### src/rtl/prng_arbiter.sv
// prng_arbiter: one 16-bit Galois-free Fibonacci LFSR shared among NREQ
// consumers. The register is advanced STEPS times between delivered words,
// the finished word is frozen, and a round-robin arbiter hands it to exactly
// one requester per grant, so no two consumers ever see overlapping streams.
module prng_arbiter #(
    parameter int          NREQ         = 4,
    parameter int          STEPS        = 16,
    parameter logic [15:0] DEFAULT_SEED = 16'hACE1
) (
    input  logic            clk,
    input  logic            rst_n,
    input  logic            seed_valid,
    input  logic [15:0]     seed,
    output logic            seed_ready,
    input  logic [NREQ-1:0] req,
    output logic [NREQ-1:0] gnt,
    output logic            rnd_valid,
    output logic [15:0]     rnd_data,
    output logic            word_ready
);

    localparam int         PW        = (NREQ > 1) ? $clog2(NREQ) : 1;
    localparam logic [7:0] LAST_STEP = 8'(STEPS - 1);

    typedef enum logic [1:0] {
        S_FILL  = 2'd0,
        S_READY = 2'd1,
        S_GRANT = 2'd2
    } state_t;

    state_t            r_state;
    state_t            w_state_nxt;
    logic [15:0]       r_lfsr;
    logic [7:0]        r_step_cnt;
    logic [PW-1:0]     r_ptr;
    logic [NREQ-1:0]   r_gnt;
    logic [15:0]       r_rnd_data;

    logic              w_seed_acc;
    logic [15:0]       w_seed_val;
    logic              w_fill_done;
    logic              w_grant;
    logic [2*NREQ-1:0] w_req_dbl;
    logic [NREQ-1:0]   w_req_rot;
    logic [PW:0]       w_off;
    logic [PW:0]       w_sum;
    logic [PW-1:0]     w_win;
    logic [PW-1:0]     w_ptr_nxt;
    logic [NREQ-1:0]   w_gnt_vec;

    // x^16 + x^14 + x^13 + x^11 + 1, shifting toward the MSB
    function automatic logic [15:0] lfsr_step(input logic [15:0] v);
        return {v[14:0], v[15] ^ v[13] ^ v[12] ^ v[10]};
    endfunction

    // A seed is only refused while a grant is on the bus; zero would lock up the LFSR
    assign w_seed_acc  = seed_valid & (r_state != S_GRANT);
    assign w_seed_val  = (seed == 16'h0000) ? DEFAULT_SEED : seed;
    assign w_fill_done = (r_step_cnt == LAST_STEP);
    // A seed in READY wins over requests; the request simply stays pending
    assign w_grant     = (r_state == S_READY) & ~w_seed_acc & (|req);

    // Rotate requests so the search always starts at bit 0 = requester ptr
    assign w_req_dbl = {req, req};
    assign w_req_rot = NREQ'(w_req_dbl >> r_ptr);

    // Priority encode the rotated vector: lowest set bit is the winner offset
    always_comb begin
        w_off = '0;
        for (int i = NREQ - 1; i >= 0; i--) begin
            if (w_req_rot[i]) begin
                w_off = (PW+1)'(i);
            end
        end
    end

    assign w_sum     = {1'b0, r_ptr} + w_off;
    assign w_win     = (w_sum >= (PW+1)'(NREQ)) ? PW'(w_sum - (PW+1)'(NREQ)) : PW'(w_sum);
    assign w_ptr_nxt = (w_win == PW'(NREQ - 1)) ? '0 : w_win + PW'(1);
    assign w_gnt_vec = {{(NREQ-1){1'b0}}, 1'b1} << w_win;

    // State register
    always_ff @(posedge clk or negedge rst_n) begin
        if (!rst_n) begin
            r_state <= S_FILL;
        end else begin
            r_state <= w_state_nxt;
        end
    end

    // Next-state logic: FILL -> READY -> GRANT -> FILL, seeds restart FILL
    always_comb begin
        w_state_nxt = r_state;
        case (r_state)
            S_FILL: begin
                if (w_seed_acc)       w_state_nxt = S_FILL;
                else if (w_fill_done) w_state_nxt = S_READY;
            end
            S_READY: begin
                if (w_seed_acc)       w_state_nxt = S_FILL;
                else if (|req)        w_state_nxt = S_GRANT;
            end
            S_GRANT: w_state_nxt = S_FILL;
            default: w_state_nxt = S_FILL;
        endcase
    end

    // Status outputs decoded purely from state
    always_comb begin
        seed_ready = 1'b1;
        word_ready = 1'b0;
        rnd_valid  = 1'b0;
        case (r_state)
            S_READY: word_ready = 1'b1;
            S_GRANT: begin
                seed_ready = 1'b0;
                rnd_valid  = 1'b1;
            end
            default: ;
        endcase
    end

    // LFSR and step counter: advance only in FILL, reload on an accepted seed
    always_ff @(posedge clk or negedge rst_n) begin
        if (!rst_n) begin
            r_lfsr     <= DEFAULT_SEED;
            r_step_cnt <= '0;
        end else if (w_seed_acc) begin
            r_lfsr     <= w_seed_val;
            r_step_cnt <= '0;
        end else if (r_state == S_FILL) begin
            r_lfsr     <= lfsr_step(r_lfsr);
            r_step_cnt <= w_fill_done ? 8'd0 : r_step_cnt + 8'd1;
        end
    end

    // Grant pulse, round-robin pointer and delivered word
    always_ff @(posedge clk or negedge rst_n) begin
        if (!rst_n) begin
            r_gnt      <= '0;
            r_ptr      <= '0;
            r_rnd_data <= '0;
        end else begin
            r_gnt <= w_grant ? w_gnt_vec : '0;
            if (w_grant) begin
                r_ptr      <= w_ptr_nxt;
                r_rnd_data <= r_lfsr;
            end
        end
    end

    assign gnt      = r_gnt;
    assign rnd_data = r_rnd_data;

endmodule
### config.mk
export PLATFORM = sky130hd
export DESIGN_NAME = prng_arbiter
export DESIGN_NICKNAME = d
export VERILOG_FILES = /design/src/rtl/prng_arbiter.sv
export SDC_FILE = /design/constraint.sdc
export NUM_CORES = 1
export LEC_CHECK = 0
export ABC_AREA = 1
export BUFFER_PORTS_ARGS = -buffer_cell sky130_fd_sc_hd__buf_4
export CAP_MARGIN = 20
export CORE_MARGIN = 4
export CORE_UTILIZATION = 40
export CTS_BUF_LIST = sky130_fd_sc_hd__clkbuf_8
export DETAILED_ROUTE_END_ITERATION = 6
export MAX_ROUTING_LAYER = met4
export SYNTH_ARGS = -nofsm -noshare
export SYNTH_HDL_FRONTEND = slang
export SYNTH_SLANG_ARGS = --single-unit
### constraint.sdc
create_clock -name clk -period 3.2 [get_ports clk]
set_clock_uncertainty 0.05 [all_clocks]
set_input_delay 0 -clock clk [delete_from_list [all_inputs] [get_ports clk]]
set_output_delay 0 -clock clk [all_outputs]
set_load 0.02 [all_outputs]
==> run summary, run 1 <==
The total global-route track usage came out at 16.4%. The power spent charging and discharging nets came out at ~0.00074 W. The floorplan die height is 84.7 µm. The HPWL after detailed placement is roughly 3.8 mm. In this run, CTS created clock tree buffers numbering 5. The tightest min-delay check is of the in -> reg type. Buffers placed on the I/O ports in this run total 45. The number of iterations in the first detailed-routing pass came out at 4. The worst hold path was traced through 3 stages. The synthesized netlist devotes ~9.7% of its cell area to compound gates. Yosys mapped a number of flops with a built-in enable equal to 0. The number of nets produced by synthesis came out at 319. In this run the horizontal extent of the chip is ~85 µm. The highest clock frequency the design can meet is 0.470 GHz. The synthesis-to-finish area growth came out at 28.2%. The kind of capture point of the worst setup path is a flop. The placed standard-cell area is 0.00275 mm². The fraction of the yosys area taken by sequential cells is about half. In this run the worst path has a maximum fanout of 7. The post-synthesis average cell area came out at 8.02 µm². Setup repair after global routing left no endpoint under its margin. The share of async-settable or async-resettable flops after synthesis is 100%. The quantity of gates resized following cts came out at 0. The number of warning messages in the yosys log is 0. The number of pins exceeding their max-slew limit in the final report is 0. The number of global-route vias before repair came out at 2008. The synthesized netlist devotes between 20 and 30% of its cell area to simple gates. The cell area after layout is 0.00301 mm². The critical path is of the reg -> reg type. The fraction of synthesized cell area in xor and xnor cells came out at under 10%. The maximum level of the CTS H-tree is 2. The clock group share of total power came out at 19.3%.

The number of cell rows came out at 27. The destination of the worst register-to-register timing path is r_ptr[1]$_DFFE_PN0P_. The wire length per cell is 12.7 µm. The share of the cycle needed by the critical path after routing is between 60% and 70%.

The die outline area is between 0.007 and 0.008 mm². Across the VDD grid, the largest voltage drop is between 300 and 400 µV. The first routing iteration left 83 violations. Routability-driven placement finished with a final weighted congestion of ~0.83. The areal power density over the cells is 659 mW/mm². Combinational logic is responsible for 38.0% of the overall power. The number of different library cells in the post-synthesis netlist came out at 30. The leading register cell type out of synthesis is dfrtp_1. Entering global routing, the biggest net connects 49 pins. The DRC violations left is 0. The launch instance of the worst register-to-register path is r_ptr[0]$_DFFE_PN0P_. The design internal power came out at between 0.001 and 0.0015 W. The number of hold violations in the final report came to 1. The total congestion overflow after global routing is 0. In this run the static leakage power is about 1.6 nW. In this run the worst setup path terminates at r_ptr[1]$_DFFE_PN0P_. The number of primary I/O pins came out at 46. The delay of the slowest critical-path stage came out at about 470 ps.

The post-synth design cell area is roughly 0.0024 mm². The routed design has roughly 5.4 mm of wire. By area, the combinational part of the netlist is dominated by simple AND/OR/NAND/NOR gates. The max-capacitance violation count came out at 0. Of the cells placed in the final design, the portion with a size suffix greater than 1 is a little over 20%. The slowest stage of the critical path is the dfrtp_1 cell.

0 antenna diodes ended up in the layout. Setup total negative slack on the finished layout was measured at 0 ps. The multiplexer share of the synthesized area came out at 0%. Using the TritonRoute via totals, the vias-per-cell ratio works out to around 4.9. The worst slack on hold paths is -5.40 ps. Buffers inserted to repair hold after CTS numbered 17. The instance count of the mapped netlist came out at 293. In this run switching power makes up roughly 37% of total power.

The internal reg-to-reg setup slack came out at about 1100 ps. The sequential group share of total power is between 40% and 50%. The net count of the finished layout is 382. Traced cell by cell, the critical path runs through inv_2, nand2_1, nand3_1, nand2_1, nand3_1, a21boi_0, ha_1, xnor2_1, inv_1, nand2_2, nand2_2, ha_1, nand2_1, o21ai_0. The most used cell along the critical path is nand2_1.

The TritonCTS sink count is 48. The startpoint kind of the worst setup timing path is a flop. STA puts the critical path data arrival time at about 2300 ps. The core box area came out at 0.00561 mm². The insertion delay to the later sink of the worst-skew pair is approximately 300 ps.

The critical path starts at r_ptr[0]$_DFFE_PN0P_. The worst register-to-register path has a depth of 14. TritonCTS built the clock tree. The final reports fail on hold timing. Once the floorplan was initialized, standard cells occupied roughly two fifths of the core. The via total after detailed routing is between 2000 and 2500. STA puts the critical path data required time at 3340 ps. The headroom to the max-slew limit came out at around 59%. The tree is rooted in a clkbuf_8. At the pin with the least slew margin, the transition time is just over 600 ps. The final count of negative-setup-slack endpoints came out at 0. The shortest period the worst path allows came out at 2130 ps. The number of buffers on the longest clock path came out at 2. Clock-pin slew was measured on the worst setup and hold paths at approximately 90 ps.

The initial antenna violation count was 0. The share of synthesized cell area in full adder, half adder and majority cells came out at approximately 1.6%. The total power of the final layout is around 0.002 W. Synthesis inferred between 40 and 50 register bits.

The run finished, with violations left. The first-pass GRT wire length came out at between 9 and 10 mm. The count of buffers added by post-CTS timing repair for setup is 0.

The residual antenna-violating net count after detailed routing is 0.
Yosys cell counts, types with 2 or more instances:
cell      count  share of area (%)
o22ai_1       5                1.3
inv_2         3               0.48
ha_1          3                1.6
a21oi_1       5                1.1
nand4_1       3               0.80
dfstp_2       8                8.9
xor2_1        2               0.75
o21ai_0      15                3.2
inv_1        37                5.9
o221ai_1      7                2.6
nor2_1       18                2.9
nand2_1      99                 16
nand2_2       5                1.3
nor3_2        2               0.85
dfrtp_1      40                 43
nand3_1      23                4.9
buf_2         5                1.1
layer usage:
metal,up-vias,wire length [µm],share of wire [%],track usage [%]
met5,-,0,0,-
met2,50,2570,47,25.8
met3,11,257,4.7,3.53
met1,968,2530,46,21.4
li1,1060,-,-,-
met4,0,87,1.6,4.32
power by group through the flow:
stage          sequential, W  clock, W  combinational (W)
2_1_floorplan       0.000949         0           0.000396
3_3_place_gp        0.000854         0           0.000737
3_5_place_dp        0.000859         0           0.000748
4_1_cts             0.000848  0.000393           0.000766
5_1_grt             0.000867  0.000420           0.000864
6_report            0.000847  0.000384           0.000756
cell type report:
type	instances	area [µm²]
sequential	48	1210
timing repair buffer	63	515
clock buffer	6	82.6
fill	547	2590
clock inverter	2	15.0
inverter	41	154
tap	72	90.1
multi-input combinational	197	946
through the flow:
step | cells | hold WS, ps | setup slack (ps) | util [%]
after floorplan | 293 | -346 | 1240 | -
after global placement | 404 | 5.35 | 1120 | 49.0
after detailed placement | 404 | 6.82 | 1070 | 49.0
after CTS | 429 | 3.86 | 1050 | 53.7
after global routing | 429 | 27.4 | 751 | 53.7
final | 429 | -5.40 | 1070 | 53.7
critical path: cells and delay by family, from the launching register on:
kind / cells / cell delay, ps
buffers and inverters: 2 / 150
DFF: 1 / 470
adders and majority gates: 2 / 460
AOI/OAI and AO/OA: 2 / 240
xor gates and xnor gates: 1 / 130
and+or+nand+nor: 7 / 520
placed cells by master, fill, tap and decap left out, types with 7 or more instances in the layout:
cell type      Yosys  final
buf_4              0     46
dfrtp_1           40     40
dfstp_2            8      8
dlygate4sd3_1      0     17
inv_1             37     37
nand2_1           99     99
nand3_1           23     23
nor2_1            18     18
o21ai_0           15     15
o221ai_1           7      7
worst min path at each step:
stage / from / slack (ps) / endpoint
5_1_grt: seed[0] / 30 / r_lfsr[0]$_DFFE_PN1P_
3_5_place_dp: rst_n / 7 / rnd_data[8]$_DFFE_PN0P_
3_3_place_gp: rst_n / 5 / rnd_data[3]$_DFFE_PN0P_
2_1_floorplan: rst_n / -350 / gnt[0]$_DFF_PN0_
6_report: seed[4] / -5 / r_lfsr[4]$_DFFE_PN0P_
4_1_cts: seed[0] / 4 / r_lfsr[0]$_DFFE_PN1P_
sequential cells by signal, indices dropped and copies added, names as in the netlist:
register    cells
gnt             4
r_lfsr         16
r_ptr           2
r_state         2
r_step_cnt      8
rnd_data       16
logic make-up after synthesis:
| group | count (synthesis) |
|---|---|
| AO/OA/AOI/OAI | 37 |
| XOR/XNOR | 3 |
| adder cells (fa/ha/maj) | 3 |
| buffers and inverters | 48 |
| flip-flops | 48 |
| AND/OR/NAND/NOR | 154 |
Power figures use the tool's default switching activity.
==> run 2, diff against run 1 <==
Clock period 3.2 ns to 2.06 ns, I/O delays scaled along.
==> run 2 against run 1 <==
The run now ends clean; maximum frequency rose by 4.5%; routed wire length rose by 4.7%; die area did not move; critical path depth did not move; combinational power rose by 120%; setup slack got worse by 1000 ps; hold slack improved by 12 ps; register-to-register slack got worse by 1000 ps.
==> run summary, run 2 (same netlist as run 1, synthesis figures left out) <==
The number of I/O port buffers is 45 (unchanged). The max-capacitance violation count came out at 0 (unchanged). The data arrival time at the worst-slack endpoint came to 2210 ps (was 2260 ps). The kind of capture point of the worst setup path is a flop (unchanged). The insertion delay to the later sink of the worst-skew pair is 300 ps (about the same).

The final setup TNS was 0 ps (unchanged). The DRC violations left is 0 (unchanged). The number of hold violations in the final report came out at 0 (was 1). The sum of met3 wire segment lengths after detailed routing is 236 µm (was 257 µm).

The number of antenna cells inserted is 0 (unchanged). The number of pins exceeding their max-slew limit in the final report came to 0 (unchanged). The number of iterations in the first detailed-routing pass was 4 (unchanged). The type of the tightest min-delay check is in -> reg (unchanged). The number of primary I/O pins was 46 (unchanged). The areal power density over the cells is 1090 mW/mm² (was 659 mW/mm²). The floorplan die height is 84.7 µm (unchanged).

The headroom to the max-slew limit is 59.8% (was 59.2%). The worst slack on hold paths is 6.14 ps (was -5.40 ps). The maximum net fanout on the critical path is 6 (was 7). The number of vias per cell came out at 4.83 (was 4.87).

The total global-route track usage came out at 16.4% (about the same). The number of cell rows is 27 (unchanged). The number of nets at the end of the flow was 393 (was 382).

The synthesis-to-finish area growth came to 36.0% (was 28.2%). The worst path required time is 2240 ps (was 3340 ps). The final core utilization came to 57.0% (was 53.7%). The clock-pin slew of the registers on the worst-case setup and hold paths is 90 ps (about the same). The detailed placer's ending HPWL came out at 3.79 mm (about the same). Unrepaired setup endpoints after global routing: yes (was no). The shortest period the worst path allows is 2040 ps (was 2130 ps). The share of the cycle needed by the critical path after routing came out at 98.8% (was 66.5%). The starting density of the core is 41.9% (unchanged). The number of buffers on the longest clock path is 2 (unchanged). Status: finished clean (was finished with violations). The total congestion overflow after global routing came out at 0 (unchanged). The residual antenna-violating net count after detailed routing is 0 (unchanged). The launch instance of the worst register-to-register path is r_ptr[0]$_DFFE_PN0P_ (unchanged). The static leakage is 1.65 nW (was 1.56 nW). The number of filler instances in the final layout is 520 (was 547).

The chip width came to 84.7 µm (unchanged). The startpoint kind of the worst setup timing path is a flop (unchanged). The routed metal-1 wire length is 2.59 mm (was 2.53 mm). The slew of the pin with the lowest slew margin is 603 ps (was 612 ps). The most common library cell in the layout ignoring fill and taps was nand2_1 (unchanged). The maximum level of the CTS H-tree came out at 2 (unchanged). The final count of negative-setup-slack endpoints is 0 (unchanged). The number of global-route vias before repair came out at 1898 (was 2008). The TritonCTS clock tree is done (unchanged). The weighted congestion at the end of routability-driven global placement is 0.876 (was 0.828).

The combined flip-flop and latch cell area was 0.00121 mm² (about the same). The highest metal layer used by the detailed router is met4 (unchanged). The area used by multi-input combinational logic came to 0.00105 mm² (was 946 µm²). The number of buffers created by CTS came to 5 (unchanged). The core box area is 0.00561 mm² (unchanged). The worst hold path startpoint is seed[0] (was seed[4]).

The total instance count after detailed placement is 406 (was 404). The die outline area was 0.00717 mm² (unchanged). The fraction of final layout cells with drive strength greater than 1 is 28.8% (was 20.4%). The clock root buffer master is clkbuf_8 (unchanged). The TritonCTS sink count came out at 48 (unchanged). The initial antenna violation count was 0 (unchanged). The largest vdd supply drop came to 464 µV (was 311 µV). The maximum number of pins on one net before global-route repair came out at 49 (unchanged).

The critical path class is reg -> reg (unchanged). The initial DRC count came out at 69 (was 83). Commonest non-fill, non-tap cells in the layout: 91 x nand2_1, 56 x buf_4, 38 x dfrtp_1, 37 x inv_1, 18 x dlygate4sd3_1 (was 99 x nand2_1, 46 x buf_4, 40 x dfrtp_1, 37 x inv_1, 23 x nand3_1).

The length of routed met2 wiring is 2.77 mm (was 2.57 mm). The post-detailed-routing wire length came out at 5.70 mm (was 5.45 mm). The wire length per cell is 13.0 µm (was 12.7 µm). The via total after detailed routing is 2127 (was 2089). The first-pass GRT wire length is 9.23 mm (was 9.27 mm). The final instance count without filler cells is 440 (was 429).

The worst setup path startpoint is r_ptr[0]$_DFFE_PN0P_ (unchanged). The highest clock frequency the design can meet is 0.491 GHz (was 0.470 GHz).
## run 2: power by group
group          total, W  switching, W  internal, W
combinational   0.00164      0.000895     0.000747
clock          0.000531      0.000302     0.000229
sequential      0.00133      0.000149      0.00118
total           0.00350       0.00135      0.00216
## run 2: repair_timing
item                       in CTS  in global routing
cloned                          0                  0
pin swaps                       3                 13
hold endpoints to repair       56                  0
hold buffers                   18                  0
gates resized for setup        10                 23
setup endpoints to repair       2                  3
setup buffers                   5                  3
## run 2: critical path, cell delays in order, from the launching register on
cell      delay [ps]
dfrtp_2          450
inv_4             80
nand2_4           80
nand3_2           60
nand2_2           90
nand3_2           80
a21boi_2         130
ha_2             210
xnor2_2          130
inv_1             70
nand2_2           90
nand2_4           70
ha_4             260
nand2_1           40
o21ai_1           70
## run 2: path summary, 6_finish.rpt
kind / endpoint / slack, ps / depth (start not counted)
max: r_ptr[1]$_DFFE_PN0P_ / 20 / 14
min: r_lfsr[0]$_DFFE_PN1P_ / 6 / 5
max reg2reg: r_ptr[1]$_DFFE_PN0P_ / 20 / 14
min reg2reg: rnd_data[4]$_DFFE_PN0P_ / 430 / 2
max in group asynchronous: r_ptr[0]$_DFFE_PN0P_ / 1320 / 2
min in group asynchronous: rnd_data[8]$_DFFE_PN0P_ / 190 / 2
## run 2: layout make-up
type	instances	share of cell area, %
clock buffer	5	2.15
timing repair buffer	74	18.8
clock inverter	3	0.391
inverter	41	4.97
sequential	48	37.9
multi-input combinational	197	32.9
tap	72	2.82
## run 2: per-layer routing
metal / track usage [%] / vias up
li1: - / 1082
met1: 22.4 / 993
met2: 24.9 / 39
met3: 3.63 / 13
met4: 4.17 / 0
met5: - / -
## run 2: metrics by stage
step	power (W)	instance area [µm²]	worst slack [ps]
6_report	0.00350	3200	24.7
2_1_floorplan	0.00209	2350	103
3_3_place_gp	0.00249	2760	0.905
3_5_place_dp	0.00251	2760	-96.1
4_1_cts	0.00321	3080	-12.7
5_1_grt	0.00377	3200	-114
==> run 3, diff against run 2 <==
Settings changed: CORE_MARGIN 4 to not set.
==> run 3 against run 2 <==
The run now ends with hold timing left; largest cell class unchanged; maximum frequency grew 0.88%; via count down 0.28%; cell count decreased by 0.45%; sequential power is essentially flat; setup slack gained 18 ps; power is 4.8% higher; non-clock buffer count fell by 2; combinational power about the same; count of clock-buffer cells in the layout did not move; critical endpoint is now r_ptr[0]$_DFFE_PN0P_; global-route usage is 2.6 points higher; sequential share of layout area decreased by 0.40 points; routed wire length shrank 3.1%.
==> run summary, run 3 (same netlist as run 1, synthesis figures left out) <==
The data arrival time at the worst-slack endpoint came out at 2200 ps (was 2210 ps). The highest clock frequency the design can meet was 0.496 GHz (was 0.491 GHz). The largest vdd supply drop came out at 686 µV (was 464 µV).

The static leakage is 1.65 nW (about the same). The clock-pin slew of the registers on the worst-case setup and hold paths is 90 ps (about the same). The detailed placer's ending HPWL came out at 3.56 mm (was 3.79 mm).

The number of antenna cells inserted is 0 (unchanged). The number of hold violations in the final report came out at 1 (was 0). The count of cells along the worst hold path is 5 (unchanged). The number of vias per cell is 4.84 (was 4.83). The weighted congestion at the end of routability-driven global placement came out at 0.830 (was 0.876).

The floorplan die height is 78.7 µm (was 84.7 µm). The clock group share of total power is 18.8% (was 15.2%). The number of nets at the end of the flow came out at 391 (was 393).

The cell area after layout is 0.00323 mm² (was 0.00320 mm²). The initial antenna violation count came out at 0 (unchanged). The total global-route track usage came to 19.1% (was 16.4%). The shortest period the worst path allows came out at 2020 ps (was 2040 ps).

The core box area is 0.00557 mm² (was 0.00561 mm²). The worst slack on hold paths is -7.63 ps (was 6.14 ps). The maximum net fanout on the critical path came to 6 (unchanged). The DRC violations left came to 0 (unchanged). The number of iterations in the first detailed-routing pass came out at 4 (unchanged). The fraction of final layout cells with drive strength greater than 1 was 29.8% (was 28.8%). The number of buffers on the longest clock path is 2 (unchanged). The TritonCTS clock tree is done (unchanged). The placed standard-cell area is 0.00276 mm² (unchanged).

The startpoint kind of the worst setup timing path is a flop (unchanged). The switching share of power came out at 37.6% (was 38.4%). The initial DRC count came out at 92 (was 69). The checks that failed: hold timing. The maximum number of pins on one net before global-route repair is 49 (unchanged).

The areal power density over the cells is 1140 mW/mm² (was 1090 mW/mm²). The kind of capture point of the worst setup path is a flop (unchanged). The wire length per cell came out at 12.6 µm (was 13.0 µm). Unrepaired setup endpoints after global routing: yes (unchanged). The design internal power came out at 0.00229 W (was 0.00216 W).

The max-capacitance violation count is 0 (unchanged). The number of cell rows came out at 27 (unchanged). The headroom to the max-slew limit came to 59.1% (was 59.8%).

The residual antenna-violating net count after detailed routing came out at 0 (unchanged). The path depth of the worst reg2reg path was 14 (unchanged). The combinational share of power is 45.1% (was 46.9%). The final core utilization is 58.0% (was 57.0%).

The power spent charging and discharging nets is 0.00138 W (was 0.00135 W). The total power of the final layout came out at 0.00367 W (was 0.00350 W). The number of global-route vias before repair is 1948 (was 1898). The first-pass GRT wire length is 8.78 mm (was 9.23 mm). The synthesis-to-finish area growth came out at 37.5% (was 36.0%).

The number of filler instances in the final layout came out at 546 (was 520). The via total after detailed routing is 2121 (was 2127). The number of pins exceeding their max-slew limit in the final report came out at 0 (unchanged). The most common library cell in the layout ignoring fill and taps is nand2_1 (unchanged). The combined flip-flop and latch cell area is 0.00121 mm² (unchanged).

The die outline area came out at 0.00619 mm² (was 0.00717 mm²). The slew of the pin with the lowest slew margin came out at 614 ps (was 603 ps). The sequential group share of total power came out at 36.1% (was 38.0%).

The total congestion overflow after global routing is 0 (unchanged). Commonest non-fill, non-tap cells in the layout: 90 x nand2_1, 53 x buf_4, 38 x dfrtp_1, 35 x inv_1, 18 x dlygate4sd3_1 (was 91 x nand2_1, 56 x buf_4, 38 x dfrtp_1, 37 x inv_1, 18 x dlygate4sd3_1). The insertion delay to the later sink of the worst-skew pair is 310 ps (was 300 ps). The chip width is 78.7 µm (was 84.7 µm). Status: finished with violations (was finished clean). The area used by multi-input combinational logic came out at 0.00106 mm² (was 0.00105 mm²).

The worst path required time is 2240 ps (about the same). The final count of negative-setup-slack endpoints is 0 (unchanged). The TritonCTS sink count was 48 (unchanged). The number of I/O port buffers is 45 (unchanged). The number of buffers created by CTS came to 5 (unchanged). The clock root buffer master was clkbuf_8 (unchanged). The critical path class is reg -> reg (unchanged). The starting density of the core is 42.2% (was 41.9%). The type of the tightest min-delay check is in -> reg (unchanged). The maximum level of the CTS H-tree came out at 2 (unchanged). The number of primary I/O pins came out at 46 (unchanged). The post-detailed-routing wire length came to 5.53 mm (was 5.70 mm). The share of the cycle needed by the critical path after routing was 97.9% (was 98.8%).
-- run 3: changes by cell type in the layout (fill, tap and decap cells not counted), sizes merged --
| cell | previous run | this run |
|---|---|---|
| bufinv | 0 | 1 |
| buf | 56 | 54 |
| clkinvlp | 0 | 1 |
| inv | 42 | 40 |
-- run 3: repair_timing --
| item | 4_1_cts | 5_1_grt |
|---|---|---|
| pin swaps | 3 | 12 |
| endpoints found under the setup margin | 2 | 3 |
| setup buffers | 1 | 5 |
| hold buffers | 18 | 0 |
| endpoints found under the hold margin | 56 | 0 |
| gates resized for setup | 8 | 26 |
-- run 3: power by group through the flow --
stage,logic (W),registers (W),clock network (W)
floorplan,0.000615,0.00147,0
global placement,0.00116,0.00133,0
detailed placement,0.00117,0.00134,0
CTS,0.00125,0.00132,0.000701
global route,0.00182,0.00136,0.000736
finish,0.00165,0.00132,0.000691
-- run 3: final cells by class --
class | instances | area share [%]
tap | 72 | 2.79
timing repair buffer | 72 | 18.5
clock buffer | 5 | 2.13
sequential | 48 | 37.6
inverter | 41 | 4.84
clock inverter | 3 | 1.32
multi-input combinational | 197 | 32.9
-- run 3: metal layers --
layer	up-vias	wire length, µm	track usage (%)
met5	-	0	-
li1	1078	-	-
met1	986	2640	25.7
met2	51	2610	28.7
met3	6	214	3.14
met4	0	66	7.22
-- run 3: worst max-delay path, cell delays in order, from the launching register on --
cell and delay (ps):
dfrtp_2 470, inv_4 110, nand2_2 80, nand3_2 80
nand2_2 70, a21boi_2 150, ha_2 210, xnor2_2 130
inv_1 70, nand2_2 80, nand2_4 70, ha_4 160
inv_2 50, nor2_2 30, a21oi_1 130
-- run 3: final timing paths --
path                                         startpoint                       to  slack, ps
worst min-delay path                            seed[0]    r_lfsr[0]$_DFFE_PN1P_         -8
worst max register to register     r_ptr[0]$_DFFE_PN0P_     r_ptr[0]$_DFFE_PN0P_         40
max in group asynchronous                         rst_n     r_ptr[0]$_DFFE_PN0P_       1340
min in group asynchronous                         rst_n         gnt[2]$_DFF_PN0_        190
worst max-delay path               r_ptr[0]$_DFFE_PN0P_     r_ptr[0]$_DFFE_PN0P_         40
worst min register to register  rnd_data[6]$_DFFE_PN0P_  rnd_data[6]$_DFFE_PN0P_        440
-- run 3: through the flow --
stage          cells  setup TNS [ps]  setup WS [ps]
4_1_cts          433               0           6.10
3_5_place_dp     406           -95.6          -55.4
3_3_place_gp     406               0           1.76
2_1_floorplan    293               0            103
5_1_grt          438            -162          -82.0
6_report         438               0           42.6
